$ cat src/rtl/seq_alu.sv
// seq_alu: RV32I base ALU plus iterative RV32M multiply/divide behind valid/ready handshakes.
// Latency: 1 cycle for base, reserved and divide special-case ops; XLEN+1 cycles for multiply/divide.
// Backpressure: a finished result is held in DONE until out_ready; in_ready stays low while busy, killed or in reset.
module seq_alu #(
  parameter int XLEN = 32
) (
  input  logic            clk,
  input  logic            rst,
  input  logic            in_valid,
  output logic            in_ready,
  input  logic [4:0]      alusel,
  input  logic [XLEN-1:0] input_a,
  input  logic [XLEN-1:0] input_b,
  input  logic            kill,
  output logic            out_valid,
  input  logic            out_ready,
  output logic [XLEN-1:0] aluout
);

  localparam int SW = $clog2(XLEN);
  localparam int CW = SW + 1;
  localparam logic [CW-1:0]   LAST    = CW'(XLEN);
  localparam logic [XLEN-1:0] MIN_NEG = {1'b1, {(XLEN-1){1'b0}}};

  typedef enum logic [1:0] {S_IDLE, S_BASE, S_ITER, S_DONE} state_t;

  state_t            r_state, w_next;
  logic [4:0]        r_op;
  logic [XLEN-1:0]   r_a, r_b, r_mag, r_out;
  logic [2*XLEN-1:0] r_acc;
  logic              r_neg_lo, r_neg_hi;
  logic [CW-1:0]     r_cnt;

  logic              w_accept, w_is_mul, w_is_div, w_div_special, w_go_iter;
  logic              w_a_sgn, w_b_sgn, w_a_neg, w_b_neg;
  logic [XLEN-1:0]   w_a_abs, w_b_abs, w_base_res, w_iter_res, w_quo, w_rem;
  logic [SW-1:0]     w_shamt;
  logic [XLEN:0]     w_mul_sum, w_div_trial;
  logic [2*XLEN-1:0] w_mul_step, w_div_step, w_prod;

  // Kill also masks in_ready so the upstream stage never sees a handshake that is being dropped.
  assign in_ready  = !rst && !kill && ((r_state == S_IDLE) || ((r_state == S_DONE) && out_ready));
  assign w_accept  = in_valid && in_ready;
  assign out_valid = (r_state == S_DONE);
  assign aluout    = r_out;

  // Operand decode at accept: signedness per M op, magnitudes, and divide special cases.
  assign w_is_mul = (alusel[4:2] == 3'b100);
  assign w_is_div = (alusel[4:2] == 3'b101);
  // MUL/MULH/MULHSU treat A as signed; MUL/MULH treat B as signed; DIV/REM (bit0 clear) are signed.
  assign w_a_sgn  = w_is_mul ? (alusel[1:0] != 2'b11) : !alusel[0];
  assign w_b_sgn  = w_is_mul ? !alusel[1] : !alusel[0];
  assign w_a_neg  = w_a_sgn && input_a[XLEN-1];
  assign w_b_neg  = w_b_sgn && input_b[XLEN-1];
  assign w_a_abs  = w_a_neg ? -input_a : input_a;
  assign w_b_abs  = w_b_neg ? -input_b : input_b;
  assign w_div_special = w_is_div && ((input_b == '0) ||
                         (!alusel[0] && (input_a == MIN_NEG) && (&input_b)));
  assign w_go_iter = w_is_mul || (w_is_div && !w_div_special);

  // One radix-2 step: multiplier lives in acc low half and drains out as the product shifts in.
  assign w_mul_sum  = {1'b0, r_acc[2*XLEN-1:XLEN]} + {1'b0, (r_acc[0] ? r_mag : '0)};
  assign w_mul_step = {w_mul_sum, r_acc[XLEN-1:1]};
  // One restoring step: remainder in acc high half, dividend shifts out of the low half as quotient bits enter.
  assign w_div_trial = r_acc[2*XLEN-1:XLEN-1] - {1'b0, r_mag};
  assign w_div_step  = w_div_trial[XLEN] ? {r_acc[2*XLEN-2:0], 1'b0}
                                         : {w_div_trial[XLEN-1:0], r_acc[XLEN-2:0], 1'b1};

  // Sign correction of the finished magnitudes.
  assign w_prod = r_neg_lo ? -r_acc : r_acc;
  assign w_quo  = r_neg_lo ? -r_acc[XLEN-1:0] : r_acc[XLEN-1:0];
  assign w_rem  = r_neg_hi ? -r_acc[2*XLEN-1:XLEN] : r_acc[2*XLEN-1:XLEN];
  assign w_iter_res = (r_op[2:0] == 3'b000) ? w_prod[XLEN-1:0] :
                      (r_op[2] == 1'b0)     ? w_prod[2*XLEN-1:XLEN] :
                      (r_op[1] == 1'b0)     ? w_quo : w_rem;

  assign w_shamt = r_b[SW-1:0];

  // Single-cycle result from latched operands: base ops, reserved codes and divide special cases.
  always_comb begin
    w_base_res = '0;
    case (r_op)
      5'h00: w_base_res = r_a + r_b;
      5'h01: w_base_res = r_a - r_b;
      5'h02: w_base_res = r_a & r_b;
      5'h03: w_base_res = r_a | r_b;
      5'h04: w_base_res = r_a ^ r_b;
      5'h05: w_base_res = r_a >> w_shamt;
      5'h06: w_base_res = $signed(r_a) >>> w_shamt;
      5'h07: w_base_res = r_a << w_shamt;
      5'h08: w_base_res = {{(XLEN-1){1'b0}}, ($signed(r_a) < $signed(r_b))};
      5'h09: w_base_res = {{(XLEN-1){1'b0}}, (r_a < r_b)};
      5'h0E: w_base_res = r_b;
      5'h0F: w_base_res = r_a;
      // Only special cases reach here: B==0 gives all ones, signed overflow gives A.
      5'h14, 5'h15: w_base_res = (r_b == '0) ? '1 : r_a;
      // B==0 gives A, signed overflow gives 0.
      5'h16, 5'h17: w_base_res = (r_b == '0) ? r_a : '0;
      default: w_base_res = '0;
    endcase
  end

  // Next-state: kill overrides everything, DONE may chain straight into the next op.
  always_comb begin
    w_next = r_state;
    case (r_state)
      S_IDLE: if (w_accept) w_next = w_go_iter ? S_ITER : S_BASE;
      S_BASE: w_next = S_DONE;
      S_ITER: if (r_cnt == LAST) w_next = S_DONE;
      S_DONE: if (out_ready) w_next = w_accept ? (w_go_iter ? S_ITER : S_BASE) : S_IDLE;
      default: w_next = S_IDLE;
    endcase
    if (kill) w_next = S_IDLE;
  end

  // State, operand latches, iteration datapath and result register.
  always_ff @(posedge clk) begin
    if (rst) begin
      r_state  <= S_IDLE;
      r_op     <= '0;
      r_a      <= '0;
      r_b      <= '0;
      r_mag    <= '0;
      r_acc    <= '0;
      r_neg_lo <= 1'b0;
      r_neg_hi <= 1'b0;
      r_cnt    <= '0;
      r_out    <= '0;
    end else begin
      r_state <= w_next;
      if (w_accept) begin
        r_op  <= alusel;
        r_a   <= input_a;
        r_b   <= input_b;
        r_cnt <= '0;
        if (w_is_mul) begin
          r_mag    <= w_a_abs;
          r_acc    <= {{XLEN{1'b0}}, w_b_abs};
          r_neg_lo <= w_a_neg ^ w_b_neg;
          r_neg_hi <= w_a_neg ^ w_b_neg;
        end else begin
          r_mag    <= w_b_abs;
          r_acc    <= {{XLEN{1'b0}}, w_a_abs};
          r_neg_lo <= w_a_neg ^ w_b_neg;
          r_neg_hi <= w_a_neg;
        end
      end else if ((r_state == S_ITER) && !kill) begin
        // XLEN iteration cycles, then one cycle to sign-correct into the result register.
        if (r_cnt != LAST) begin
          r_acc <= r_op[2] ? w_div_step : w_mul_step;
          r_cnt <= r_cnt + CW'(1);
        end else begin
          r_out <= w_iter_res;
        end
      end else if ((r_state == S_BASE) && !kill) begin
        r_out <= w_base_res;
      end
    end
  end

endmodule

$ cat config.mk
export PLATFORM = sky130hd
export DESIGN_NAME = seq_alu
export DESIGN_NICKNAME = d
export VERILOG_FILES = /design/src/rtl/seq_alu.sv
export SDC_FILE = /design/constraint.sdc
export NUM_CORES = 1
export LEC_CHECK = 0
export CORE_ASPECT_RATIO = 1.2
export CORE_MARGIN = 2
export CORE_UTILIZATION = 35
export DETAILED_ROUTE_END_ITERATION = 8
export SYNTH_ARGS = -nofsm -noshare
export SYNTH_HDL_FRONTEND = slang
export SYNTH_SLANG_ARGS = --single-unit
$ cat constraint.sdc
create_clock -name clk -period 6.2 [get_ports clk]
set_clock_uncertainty 0.2 [all_clocks]
set_input_delay 0.93 -clock clk [delete_from_list [all_inputs] [get_ports clk]]
set_output_delay 0.93 -clock clk [all_outputs]
set_load 0.02 [all_outputs]
==> reports/results.tsv, run 1 <==
stage	metric	value	unit
run_status	outcome	finished clean	
placement	place_congestion	1.11	
hold_path	worstHoldPathType	reg -> reg	
clock_network	clock_path_buffers	3	
synthesis	mappedNetlistArea	25600	µm²
synthesis	yosys.area_share.simple	20.4	%
floorplanning	die_h	300	µm
timing	worstMarginPinSlew	1290	ps
synthesis	synth_edf_count	0	
routing	drt-total-wl	130	mm
finish	area_growth	10.3	%
placement	numPortBuffers	107	
clock_network	clock_sinks	207	
clock_network	cts_setup_buffers	0	
clock_network	hold_buffers	0	
global_route	use_met2	54.9	%
global_route	met3_usage	6.86	%
timing	min_period	4920	ps
synthesis	ys_ff_latch	207	
finish	drive_gt1_share	6.50	%
critical_path	worstPathRequired	6510	ps
timing	setup_viol	0	
hold_path	min_from	r_mag[1]	
synthesis	ys_seq_area_share	16.2	%
global_route	grt.busiest_layer	met2	
global_route	grt_pass1_wl	189	mm
synthesis	synth-xor-area-share	7.31	%
critical_path	reg2reg_to	aluout[30]	
timing	tns	0	ps
pwr	p_int	3.21	mW
synthesis	synth_fa_ha_area_share	9.05	%
synthesis	synth_fp_nets	3878	
global_route	overflow	0	
synthesis	yosysWarnings	0	
critical_path	reg2reg_setup_slack	1280	ps
floorplanning	coreArea	72400	µm²
timing	rsz0062_at_grt	no	
critical_path	end_kind	register	
hold_path	hold_depth	2	
floorplanning	design.die.area	75400	µm²
placement	pre_cts_slack	1350	ps
clock_network	numCtsBuffers	27	
synthesis	ys_types	87	
routing	post_drt_wl_per_cell	29.1	µm
hold_path	min_to	r_mag[1]	
timing	fmax	203	MHz
routing	vias	29200	
pwr	pwr-share-seq	28.0	%
routing	first_iter_violations	3408	
floorplanning	die_w	251	µm
pwr	p_leak	10.5	nW
timing	finalHoldViolCount	0	
pwr	switching_share	42.5	%
pwr	p_switching	2.37	mW
clock_network	tritoncts	built	
synthesis	synth_ff_type	dfxtp_1	
placement	post-dp-hpwl	100	mm
synthesis	synth_top_family_by_area	compound AO/OA/AOI/OAI gates	
timing	slew_headroom	14.2	%
routing	firstDrtPassIters	9	
global_route	grt_max_degree	89	
synthesis	post_synth.cell_area_avg	7.08	µm²
critical_path	r2r-start	r_b[0]	
global_route	globalRouteMet1Util	38.9	%
finish	nNetsFinal	3790	
global_route	grtUsageTotal	33.6	%
routing	antenna_left	0	
critical_path	rr_worst_depth	12	
clock_network	cts_root_buf	clkbuf_16	
critical_path	arrival	5230	ps
clock_network	h-tree-depth	1	
clock_network	cts_resized	0	
clock_network	clock_latency	610	ps
global_route	antenna_found_initial	7	
synthesis	synthArstFlopShare	0	%
floorplanning	num_rows	108	
timing	slew_violations	0	
timing	setup_ws	1280	ps
floorplanning	start_util	35.4	%
floorplanning	ioPinCount	108	
critical_path	startpoint_type	register	
pwr	pwr_density_cell	197	nW/µm²
synthesis	netlist_instances	3621	
global_route	grt_pass1_vias	27400	
routing	viasPerCell	6.51	
pwr	p_clk_share	31.8	%
routing	drc	0	
synthesis	synth_mux_area_share	8.74	%
pwr	ir_drop	0.000263	V
synthesis	synth_compound_area_share	31.6	%
job	drv_cap	0	
critical_path	critPathKind	reg -> reg	
timing	period_share	79.3	%
critical_path	path_max_fanout	37	
pwr	combPwrFrac	40.2	%
clock_network	path_clk_slew	60	ps
[power groups by stage]
stage                     clock network, mW  logic [mW]  registers [mW]
final                                  1.77        2.25            1.57
after global routing                   1.83        2.37            1.57
after CTS                              1.78        2.16            1.56
after detailed placement                  0        2.15            1.59
after global placement                    0        2.16            1.59
after floorplan                           0        1.41            1.51
[final cells by class]
class	instances	area, µm²
Fill cell	7745	44100
Tap cell	935	1170
Antenna cell	1	2.50
Sequential cell	207	4160
Timing Repair Buffer	171	1550
Multi-Input combinational cell	2962	19800
Clock inverter	11	186
Inverter	164	616
Clock buffer	37	785
[layout by cell type (no fill, tap or decap), types with 58 or more instances in the layout]
master,instances
clkdlybuf4s50_1,106
dfxtp_1,201
nand3_1,90
xor2_1,104
xnor2_1,110
nor3_1,62
inv_1,160
mux2i_1,91
o21ai_0,288
ha_1,179
a21oi_1,328
o31ai_1,112
nand2_1,383
a21o_1,58
o211ai_1,89
nor2_1,358
buf_4,65
[cells in the mapped netlist (14+ instances only)]
cell	instances	share of area (%)
a211oi_1	44	1.3
a21o_1	58	1.7
a21oi_1	328	6.4
a221o_1	18	0.70
a221oi_1	54	1.8
a22oi_1	25	0.73
a31oi_1	54	1.3
and3_1	18	0.44
buf_1	31	0.45
buf_2	19	0.37
clkbuf_1	235	3.4
dfxtp_1	207	16
ha_1	179	8.7
inv_1	161	2.4
mux2_2	14	0.61
mux2i_1	91	3.6
mux4_2	52	4.6
nand2_1	384	5.6
nand2b_1	27	0.66
nand3_1	90	1.8
nand4_1	40	0.98
nor2_1	360	5.3
nor2b_1	16	0.39
nor3_1	65	1.3
nor4_1	32	0.78
o211ai_1	89	2.6
o21a_1	21	0.61
o21ai_0	288	5.6
o21bai_1	22	0.64
o221ai_1	14	0.48
o22ai_1	26	0.63
o31ai_1	112	3.3
o41ai_1	17	0.58
or3_1	30	0.73
or4_1	18	0.53
xnor2_1	110	3.8
xor2_1	104	3.6
[cells by family (layout without fill, tap and decap cells)]
family	Yosys count	after routing
buffers and inverters	452	383
AOI/OAI and AO/OA	1263	1263
and+or+nand+nor	1145	1145
xor gates and xnor gates	214	214
muxes	157	157
adders and majority gates	183	183
DFF	207	207
other	0	1
[routing by layer]
metal	routed length, µm	part of all wire (%)	vias to the layer above
met5	99	0.076	-
met4	11800	9.0	10
met3	11800	9.0	472
met2	59000	45	1652
met1	47800	37	13900
li1	-	-	13200
[worst max-delay path by stage]
| stage | from | slack (ps) | endpoint | cells after the start |
|---|---|---|---|---|
| 6_report | r_b[0] | 1280 | aluout[30] | 12 |
| 5_1_grt | r_b[0] | 1080 | aluout[30] | 12 |
| 4_1_cts | r_b[0] | 1520 | aluout[30] | 12 |
| 3_5_place_dp | kill | 1350 | aluout[0] | 8 |
| 3_3_place_gp | kill | 1360 | aluout[0] | 8 |
| 2_1_floorplan | r_b[2] | 1890 | aluout[31] | 16 |
[sequential cells by signal, indices dropped and copies added, names as in the netlist, 2 cells and up]
name,cells
aluout,32
r_state,2
r_cnt,6
r_mag,32
r_b,32
r_a,32
r_acc,64
r_op,5
[critical path: stages, from the launching register on]
cell and delay, ps:
dfxtp_4 510, ha_1 340, fa_1 440, a211oi_1 440
o211ai_1 240, nand3_1 150, a31oi_1 140, a211oi_1 1010
o21ai_0 410, nor4b_1 270, o211a_1 240, mux2_2 260
o211ai_1 150
[through the flow]
stage,utilization (%),instances,cell area [µm²],total power [mW],hold slack (ps)
final,39.1,4488,28300,5.59,274
after global routing,39.1,4487,28300,5.77,297
after CTS,39.1,4487,28300,5.50,278
after detailed placement,37.7,4439,27300,3.73,264
after global placement,37.7,4439,27300,3.74,258
after floorplan,-,3621,25600,2.92,244
(Power assumes the default switching activity.)
==> inputs of run 2 (changes only) <==
==> constraint.sdc (replaced) <==
create_clock -name clk -period 5 [get_ports clk]
set_clock_uncertainty 0.2 [all_clocks]
set_input_delay 0.75 -clock clk [delete_from_list [all_inputs] [get_ports clk]]
set_output_delay 0.75 -clock clk [all_outputs]
set_load 0.02 [all_outputs]
==> run 2 against run 1 <==
Compared with the run above: first-iteration DRC count is 14% lower; cell area is 3.1% higher; count of clock-buffer cells in the layout stayed put; highest routed layer unchanged.
==> reports/results.tsv, run 2 (synthesized netlist as in run 1, its figures left out) <==
stage	metric	value	unit	change
pwr	p_total	6.92	mW	+24%
routing	firstDrtPassIters	7		-2
critical_path	worstPathRequired	5190	ps	-1320 ps
clock_network	hold_buffers	0		unchanged
routing	viasPerCell	6.36		-2.2%
clock_network	cts_resized	0		unchanged
timing	slew_violations	0		unchanged
global_route	antenna_found_initial	5		-2
routing	drt-total-wl	134	mm	+3.0%
placement	numPortBuffers	107		unchanged
global_route	grt_max_degree	131		+47%
floorplanning	start_util	35.4	%	unchanged
pwr	p_int	3.95	mW	+23%
floorplanning	ioPinCount	108		unchanged
pwr	ir_drop	0.000317	V	+21%
clock_network	clock_path_buffers	3		unchanged
floorplanning	die_h	300	µm	unchanged
timing	worstMarginPinSlew	1380	ps	+92.9 ps
timing	setup_viol	0		unchanged
finish	drive_gt1_share	9.18	%	+2.7 points
clock_network	path_clk_slew	60	ps	about the same
critical_path	rr_worst_depth	8		-4
pwr	pwr-share-seq	27.3	%	-0.7 points
global_route	grt_pass1_vias	27900		+1.7%
placement	post-dp-hpwl	105	mm	+5.2%
timing	period_share	91.9	%	+13 points
floorplanning	die_w	251	µm	unchanged
run_status	outcome	finished clean		
pwr	p_clk_share	29.8	%	-2.0 points
clock_network	numCtsBuffers	27		unchanged
clock_network	tritoncts	built		
finish	layout_commonest_cell	nand2_1		
pwr	p_leak	11.1	nW	+5.1%
pwr	combPwrFrac	42.9	%	+2.7 points
routing	drc	0		unchanged
finish	top_register	r_acc		
critical_path	arrival	4790	ps	-440 ps
timing	rsz0062_at_grt	no		
timing	slew_headroom	7.18	%	-7.0 points
timing	hold_slack	269	ps	-4.06 ps
pwr	p_switching	2.96	mW	+25%
global_route	grt_pass1_wl	195	mm	+2.8%
finish	final_cell_mix	383 x nand2_1, 359 x nor2_1, 328 x a21oi_1		
floorplanning	num_rows	108		unchanged
job	drv_cap	0		unchanged
clock_network	clock_sinks	207		unchanged
critical_path	startpoint_type	register		
clock_network	clock_latency	610	ps	about the same
clock_network	cts_setup_buffers	0		unchanged
pwr	pwr_density_cell	237	nW/µm²	+20%
timing	fmax	218	MHz	+7.0%
routing	antenna_left	0		unchanged
floorplanning	coreArea	72400	µm²	unchanged
timing	tns	0	ps	unchanged
routing	post_drt_wl_per_cell	29.2	µm	+0.48%
finish	area_growth	13.7	%	
floorplanning	design.die.area	75400	µm²	unchanged
global_route	overflow	0		unchanged
timing	finalHoldViolCount	0		unchanged
global_route	grtUsageTotal	34.6	%	+1.1 points
hold_path	worstHoldPathType	reg -> reg		
finish	nNetsFinal	3899		+2.9%
hold_path	hold_depth	2		unchanged
pwr	switching_share	42.8	%	+0.34 points
finish	largest_reg_flops	64		unchanged
routing	first_iter_violations	2928		-14%
critical_path	critPathKind	reg -> reg		
timing	min_period	4600	ps	-323 ps
routing	vias	29300		+0.23%
placement	place_congestion	1.09		-2.0%
critical_path	path_max_fanout	12		-68%
finish	fillCellCount	7715		-0.39%
clock_network	h-tree-depth	1		unchanged
clock_network	cts_root_buf	clkbuf_16		
critical_path	end_kind	register		
run 2: layout make-up:
class,instances,area [µm²],area share (%)
Tap cell,935,1170,4.01
Inverter,164,616,2.11
Sequential cell,207,4160,14.3
Clock buffer,37,743,2.55
Timing Repair Buffer,280,2480,8.51
Clock inverter,11,158,0.541
Antenna cell,5,12.5,0.0429
Multi-Input combinational cell,2962,19800,68.0
run 2: worst paths after layout:
kind              from   endpoint  slack (ps)
max          r_acc[13]  aluout[0]         400
max reg2reg  r_acc[13]  aluout[0]         400
min           r_mag[5]   r_mag[5]         270
min reg2reg   r_mag[5]   r_mag[5]         270
run 2: power by group through the flow:
| stage | Sequential, mW | Clock (mW) | Combinational [mW] |
|---|---|---|---|
| finish | 1.89 | 2.06 | 2.97 |
| global route | 1.90 | 2.15 | 3.13 |
| CTS | 1.88 | 2.09 | 2.87 |
| detailed placement | 1.92 | 0 | 2.85 |
| global placement | 1.92 | 0 | 2.87 |
| floorplan | 1.87 | 0 | 1.75 |
run 2: per-layer routing:
metal | global-route usage [%] | part of all wire [%]
met1 | 39.7 | 37
met5 | 0 | 0.0082
met3 | 5.34 | 7.2
met2 | 58.0 | 46
met4 | 26.8 | 9.2
run 2: worst max-delay path, stage by stage, from the launching register on:
cell and delay [ps]:
dfxtp_1 410, nor4_1 900, nand3b_1 250, or4_4 710, nand2_1 140, xnor2_1 180, a211oi_1 260, a2111oi_0 1160
a211oi_1 170
run 2: through the flow:
stage / util, % / area, µm² / setup slack [ps] / instances
4_1_cts: 40.2 / 29100 / 545 / 4596
2_1_floorplan: - / 25600 / 693 / 3621
5_1_grt: 40.2 / 29100 / 237 / 4598
3_5_place_dp: 39.0 / 28200 / 621 / 4548
6_report: 40.2 / 29200 / 404 / 4601
3_3_place_gp: 39.0 / 28200 / 624 / 4548
